<file path="src/rtl/board_io_pkg.sv">
// Shared types and widths for the board bring-up tester.
`timescale 1ns/1ps
package board_io_pkg;

    localparam int IO_MODE_W   = 2;
    localparam int PRESS_CNT_W = 8;

    typedef enum logic [IO_MODE_W-1:0] {
        IO_ALT      = 2'd0,
        IO_WALK     = 2'd1,
        IO_ALL_HIGH = 2'd2
    } io_mode_t;

endpackage

</file>
<file path="src/rtl/key_debounce.sv">
// One active-low key: 2-FF synchroniser, stable-count debounce and press pulse.
`timescale 1ns/1ps
module key_debounce #(
    parameter int DB_CYCLES = 1000000
) (
    input  logic clk,
    input  logic rst,
    input  logic key_raw,
    output logic down,
    output logic press
);

    localparam int CNT_W = $clog2(DB_CYCLES);
    localparam logic [CNT_W-1:0] CNT_LAST = CNT_W'(DB_CYCLES - 1);

    logic             sync_p0;
    logic             sync_p1;
    logic             db_level;
    logic [CNT_W-1:0] db_cnt;
    logic             differs;
    logic             accept;

    assign differs = (sync_p1 != db_level);
    assign accept  = differs && (db_cnt == CNT_LAST);

    always_ff @(posedge clk) begin
        if (rst) begin
            sync_p0  <= 1'b1;
            sync_p1  <= 1'b1;
            db_level <= 1'b1;
            db_cnt   <= '0;
            press    <= 1'b0;
        end else begin
            sync_p0 <= key_raw;
            sync_p1 <= sync_p0;
            // pulse only on the accepted transition to the pressed (low) level
            press   <= accept && !sync_p1;
            if (!differs) begin
                db_cnt <= '0;
            end else if (accept) begin
                db_level <= sync_p1;
                db_cnt   <= '0;
            end else begin
                db_cnt <= db_cnt + CNT_W'(1);
            end
        end
    end

    assign down = ~db_level;

endmodule

</file>
<file path="src/rtl/board_io_tester.sv">
// Board bring-up: key debounce, LED blink status and IO bank test patterns.
// Optional per-key press counters are built when BOARD_IO_PRESS_CNT_EN is defined.
`timescale 1ns/1ps
module board_io_tester
    import board_io_pkg::*;
#(
    parameter int N_KEYS        = 4,
    parameter int N_IO          = 34,
    parameter int DIV_W         = 25,
    parameter int FAST_BIT      = 20,
    parameter int STEP_BIT      = 22,
    parameter int DB_CYCLES     = 1000000,
    parameter int N_STATUS_LEDS = 2,
    parameter int MODE_KEY      = 3
) (
    input  logic                          i_sys_clk,
    input  logic                          i_rst,
    input  logic [N_KEYS-1:0]             i_key,
    input  logic                          i_status_ok,
    output logic [N_KEYS-1:0]             o_led,
    output logic [N_IO-1:0]               o_io,
    output logic [N_KEYS-1:0]             o_key_down,
    output logic [N_KEYS-1:0]             o_key_press,
    output logic [IO_MODE_W-1:0]          o_io_mode,
    output logic [PRESS_CNT_W*N_KEYS-1:0] o_press_cnt
);

    localparam int POS_W = $clog2(N_IO);
    localparam logic [POS_W-1:0] POS_LAST = POS_W'(N_IO - 1);

    logic [DIV_W-1:0]  cnt;
    logic [N_KEYS-1:0] key_down;
    logic [N_KEYS-1:0] key_press;
    logic [N_KEYS-1:0] led_next;
    logic [N_IO-1:0]   io_next;
    logic [POS_W-1:0]  pos;
    io_mode_t          mode;
    logic              step_tick;
    logic              mode_press;

    always_ff @(posedge i_sys_clk) begin
        if (i_rst) begin
            cnt <= '0;
        end else begin
            cnt <= cnt + DIV_W'(1);
        end
    end

    for (genvar k = 0; k < N_KEYS; k++) begin : g_key
        key_debounce #(
            .DB_CYCLES(DB_CYCLES)
        ) u_key_debounce (
            .clk    (i_sys_clk),
            .rst    (i_rst),
            .key_raw(i_key[k]),
            .down   (key_down[k]),
            .press  (key_press[k])
        );
    end

    assign o_key_down  = key_down;
    assign o_key_press = key_press;
    assign mode_press  = key_press[MODE_KEY];
    assign step_tick   = &cnt[STEP_BIT:0];

    always_comb begin
        led_next = '0;
        for (int k = 0; k < N_KEYS; k++) begin
            if (key_down[k]) begin
                led_next[k] = cnt[FAST_BIT];
            end else if (k < N_STATUS_LEDS) begin
                led_next[k] = i_status_ok ? cnt[DIV_W-1] : cnt[DIV_W-2];
            end else begin
                led_next[k] = cnt[DIV_W-1];
            end
        end
    end

    // A mode-change press takes priority over a walk step on the same cycle.
    always_ff @(posedge i_sys_clk) begin
        if (i_rst) begin
            mode <= IO_ALT;
            pos  <= '0;
        end else begin
            case (mode)
                IO_ALT: begin
                    if (mode_press) begin
                        mode <= IO_WALK;
                        pos  <= '0;
                    end
                end
                IO_WALK: begin
                    if (mode_press) begin
                        mode <= IO_ALL_HIGH;
                        pos  <= '0;
                    end else if (step_tick) begin
                        pos <= (pos == POS_LAST) ? '0 : pos + POS_W'(1);
                    end
                end
                IO_ALL_HIGH: begin
                    if (mode_press) begin
                        mode <= IO_ALT;
                        pos  <= '0;
                    end
                end
                default: begin
                    mode <= IO_ALT;
                    pos  <= '0;
                end
            endcase
        end
    end

    assign o_io_mode = mode;

    always_comb begin
        io_next = '0;
        case (mode)
            IO_ALT: begin
                for (int i = 0; i < N_IO; i++) begin
                    io_next[i] = cnt[DIV_W-1] ^ i[0];
                end
            end
            IO_WALK:     io_next[pos] = 1'b1;
            IO_ALL_HIGH: io_next = '1;
            default:     io_next = '0;
        endcase
    end

    always_ff @(posedge i_sys_clk) begin
        if (i_rst) begin
            o_led <= '0;
            o_io  <= '0;
        end else begin
            o_led <= led_next;
            o_io  <= io_next;
        end
    end

`ifdef BOARD_IO_PRESS_CNT_EN
    function automatic logic [PRESS_CNT_W-1:0] sat_inc(input logic [PRESS_CNT_W-1:0] val);
        return (&val) ? val : val + PRESS_CNT_W'(1);
    endfunction

    for (genvar k = 0; k < N_KEYS; k++) begin : g_press_cnt
        logic [PRESS_CNT_W-1:0] press_cnt;

        always_ff @(posedge i_sys_clk) begin
            if (i_rst) begin
                press_cnt <= '0;
            end else if (key_press[k]) begin
                press_cnt <= sat_inc(press_cnt);
            end
        end

        assign o_press_cnt[PRESS_CNT_W*k +: PRESS_CNT_W] = press_cnt;
    end
`else
    assign o_press_cnt = '0;
`endif

endmodule

</file>
<file path="config.mk">
export PLATFORM = sky130hd
export DESIGN_NAME = board_io_tester
export DESIGN_NICKNAME = d
export VERILOG_FILES = /design/src/rtl/board_io_pkg.sv /design/src/rtl/key_debounce.sv /design/src/rtl/board_io_tester.sv
export SDC_FILE = /design/constraint.sdc
export NUM_CORES = 1
export LEC_CHECK = 0
export ABC_AREA = 1
export CAP_MARGIN = 10
export CELL_PAD_IN_SITES_DETAIL_PLACEMENT = 0
export CELL_PAD_IN_SITES_GLOBAL_PLACEMENT = 1
export CORE_MARGIN = 3
export CORE_UTILIZATION = 30
export CTS_CLUSTER_SIZE = 28
export DETAILED_ROUTE_END_ITERATION = 8
export PLACE_DENSITY_LB_ADDON = 0.1
export SKIP_CTS_REPAIR_TIMING = 1
export SLEW_MARGIN = 0
export SYNTH_ARGS = -nofsm -noshare
export SYNTH_HDL_FRONTEND = slang
export SYNTH_SLANG_ARGS = --single-unit
</file>
<file path="constraint.sdc">
create_clock -name i_sys_clk -period 2 [get_ports i_sys_clk]
set_clock_uncertainty 0.05 [all_clocks]
set_input_delay 0.6 -clock i_sys_clk [delete_from_list [all_inputs] [get_ports i_sys_clk]]
set_output_delay 0.6 -clock i_sys_clk [all_outputs]
set_load 0.02 [all_outputs]
</file>
==> metrics.csv <==
metric,value,unit
status,finished clean,
wl_per_cell,12.8,um
rows,58,
grt_max_degree,34,
clock_latency,440,ps
path_cells,dlymetal6s2s_1,
utilization,37.1,%
ys_ff_latch,167,
synth_cells,1069,
placed_cell_area,0.00879,sq mm
syn_avg_cell_area,7.39,sq um
min_period_over_period,88.4,%
synth_xor_area_share,4.88,%
ys_dominant_reg_cell,dfxtp_1,
rsz0062_at_grt,no,
synth_top_family_by_area,simple AND/OR/NAND/NOR gates,
synth_top_area_share,42.3,%
dr_total_vias,6528,
period_minus_slack,1770,ps
root_buffer,clkbuf_16,
worst_hold_path_type,flip-flop to flip-flop,
globalRoute.totalOverflow,0,
place_ws,286,ps
max_freq,0.565,GHz
n_antenna_cell,0,
maxSlewViolCount,0,
dp_hpwl,13.8,mm
first_iter_violations,402,
crit_slowest_cell,dfxtp_1,
die_w,168,um
grt.total_usage,13.9,%
drt_wl_total,18.9,mm
h-tree-depth,4,
path_max_fanout,5,
grt_pass1_wl,32.4,mm
viasPerCell,4.42,
fin_setup_tns,0,ps
path_class,flip-flop to output pin,
seq_area_frac_synth,42.3,%
yosys.area.top_type,dfxtp_1,
synth_fa_ha_area_share,1.11,%
cts_tree,done,
fp.dieH,168,um
final_nets,1148,
synth_commonest_cells,"nand2_1 (192), dfxtp_1 (167), nor2_1 (140)",
yosys.area_share.simple,32.5,%
synth_mux_area_share,0,%
first_pass_iters,4,
cp_slowest_stage_delay,430,ps
drc,0,
grt_pass1_vias,6579,
start_util,30.9,%
core,0.0255,sq mm
finalHoldViolCount,0,
arrival,1120,ps
layout-drive-gt1-share,10.4,%
fin_area,0.00948,sq mm
antenna_found_initial,0,
p_leak,4.01,nW
critPathTopFamily,flip-flops,
synth_edf_count,0,
ir_drop,0.447,mV
async_reset_ff_share,0,%
antenna_left,0,
relSlewSlack,62.1,%
synth_most_common_cell,nand2_1,
ys_warn_count,0,
required,1350,ps
io_pins,87,
synth_area_leaders,"dfxtp_1 (42%), nand2_1 (9.1%), nor2_1 (6.6%)",
setup_viol_count_final,0,
path_clk_slew,70,ps
syn_to_final_growth,20.0,%
dieArea,0.0283,sq mm
crit_buf_inv,1,
synth_area,0.00790,sq mm
cts_sinks,167,
numCtsBuffers,17,
cts_buffer_depth,2,
place_congestion,0.778,
fin_ws,231,ps
port_buffers,54,
tightest_slew,563,ps
power_density,721,mW/mm^2
crit_path_start_kind,flip-flop,
maxCapViolCount,0,
endpoint_kind,output pin,
yosysUniqueCellTypes,38,
synth_compound_area_share,7.92,%
## routing by layer
metal / GRT usage [%] / share of wire, %
met1: 18.9 / 50
met2: 22.2 / 45
met3: 2.93 / 3.4
met4: 4.34 / 1.7
met5: 0 / 0
## layout by cell type (no fill, tap or decap), types with 2 or more instances in the layout
cell             instances
nand2_1                192
dfxtp_1                166
nor2_1                 140
inv_1                  112
a21oi_1                 88
nand3_1                 69
dlymetal6s2s_1          48
nor3_1                  41
nand4_1                 32
conb_1                  32
xor2_1                  31
o21ai_0                 25
buf_4                   24
clkbuf_16               17
xnor2_1                 13
or2_2                   11
nor2_2                   9
nand2_2                  8
nor3_2                   7
or2_0                    7
ha_1                     7
inv_6                    7
nand3_2                  5
nor4_1                   5
clkdlybuf4s50_1          5
buf_12                   5
nor4_2                   4
nor2_4                   4
inv_2                    3
nand3b_1                 3
o21a_1                   3
and2_1                   3
clkinv_4                 3
a21oi_2                  2
a31oi_1                  2
nand2b_1                 2
inv_8                    2
## power breakdown
group,switching (mW),internal (mW)
Sequential,0.0140,3.36
Combinational,0.153,0.0713
Clock,1.55,1.69
Total,1.72,5.11
## per-stage QoR
stage | power, mW | hold WS [ps] | std cells
floorplan | 3.64 | 339 | 1100
global placement | 3.68 | 342 | 1445
detailed placement | 3.68 | 348 | 1445
CTS | 6.97 | 364 | 1477
global route | 7.10 | 377 | 1477
finish | 6.83 | 360 | 1477
## sequential cells by signal, indices dropped and copies added, names as in the netlist
| name | cells |
|---|---|
| o_led | 4 |
| g_key.u_key_debounce.db_cnt | 80 |
| o_io_mode | 2 |
| cnt | 25 |
| g_key.u_key_debounce.db_level | 4 |
| g_key.u_key_debounce.sync_p1 | 4 |
| o_io | 34 |
| g_key.u_key_debounce.sync_p0 | 4 |
| g_key.u_key_debounce.press | 4 |
| pos | 6 |
## cell type report
class	instances	area (sq um)
sequential	167	3340
timing repair buffer	83	936
fill	2771	16100
inverter	115	432
clock buffer	18	439
multi-input combinational	750	3790
tap	330	413
clock inverter	14	134
## cells by family after synthesis
| group | Yosys count |
|---|---|
| AND/OR/NAND/NOR | 546 |
| adder cells (fa/ha/maj) | 7 |
| AO/OA/AOI/OAI | 121 |
| flip-flops | 167 |
| XOR/XNOR | 44 |
| buffers and inverters | 183 |
| other | 1 |
## path summary, 6_finish.rpt
kind	startpoint	endpoint	slack, ps	cells past startpoint
worst max register to register	cnt[0]$_SDFF_PP0_	pos[3]$_SDFFE_PP0P_	300	10
worst min-delay path	g_key[2].u_key_debounce.sync_p0$_SDFF_PP1_	g_key[2].u_key_debounce.sync_p1$_SDFF_PP1_	360	1
worst min register to register	g_key[2].u_key_debounce.sync_p0$_SDFF_PP1_	g_key[2].u_key_debounce.sync_p1$_SDFF_PP1_	360	1
worst max-delay path	g_key[3].u_key_debounce.press$_SDFF_PP0_	o_key_press[3]	230	1
Note: power is estimated with default switching activity, not from simulation.
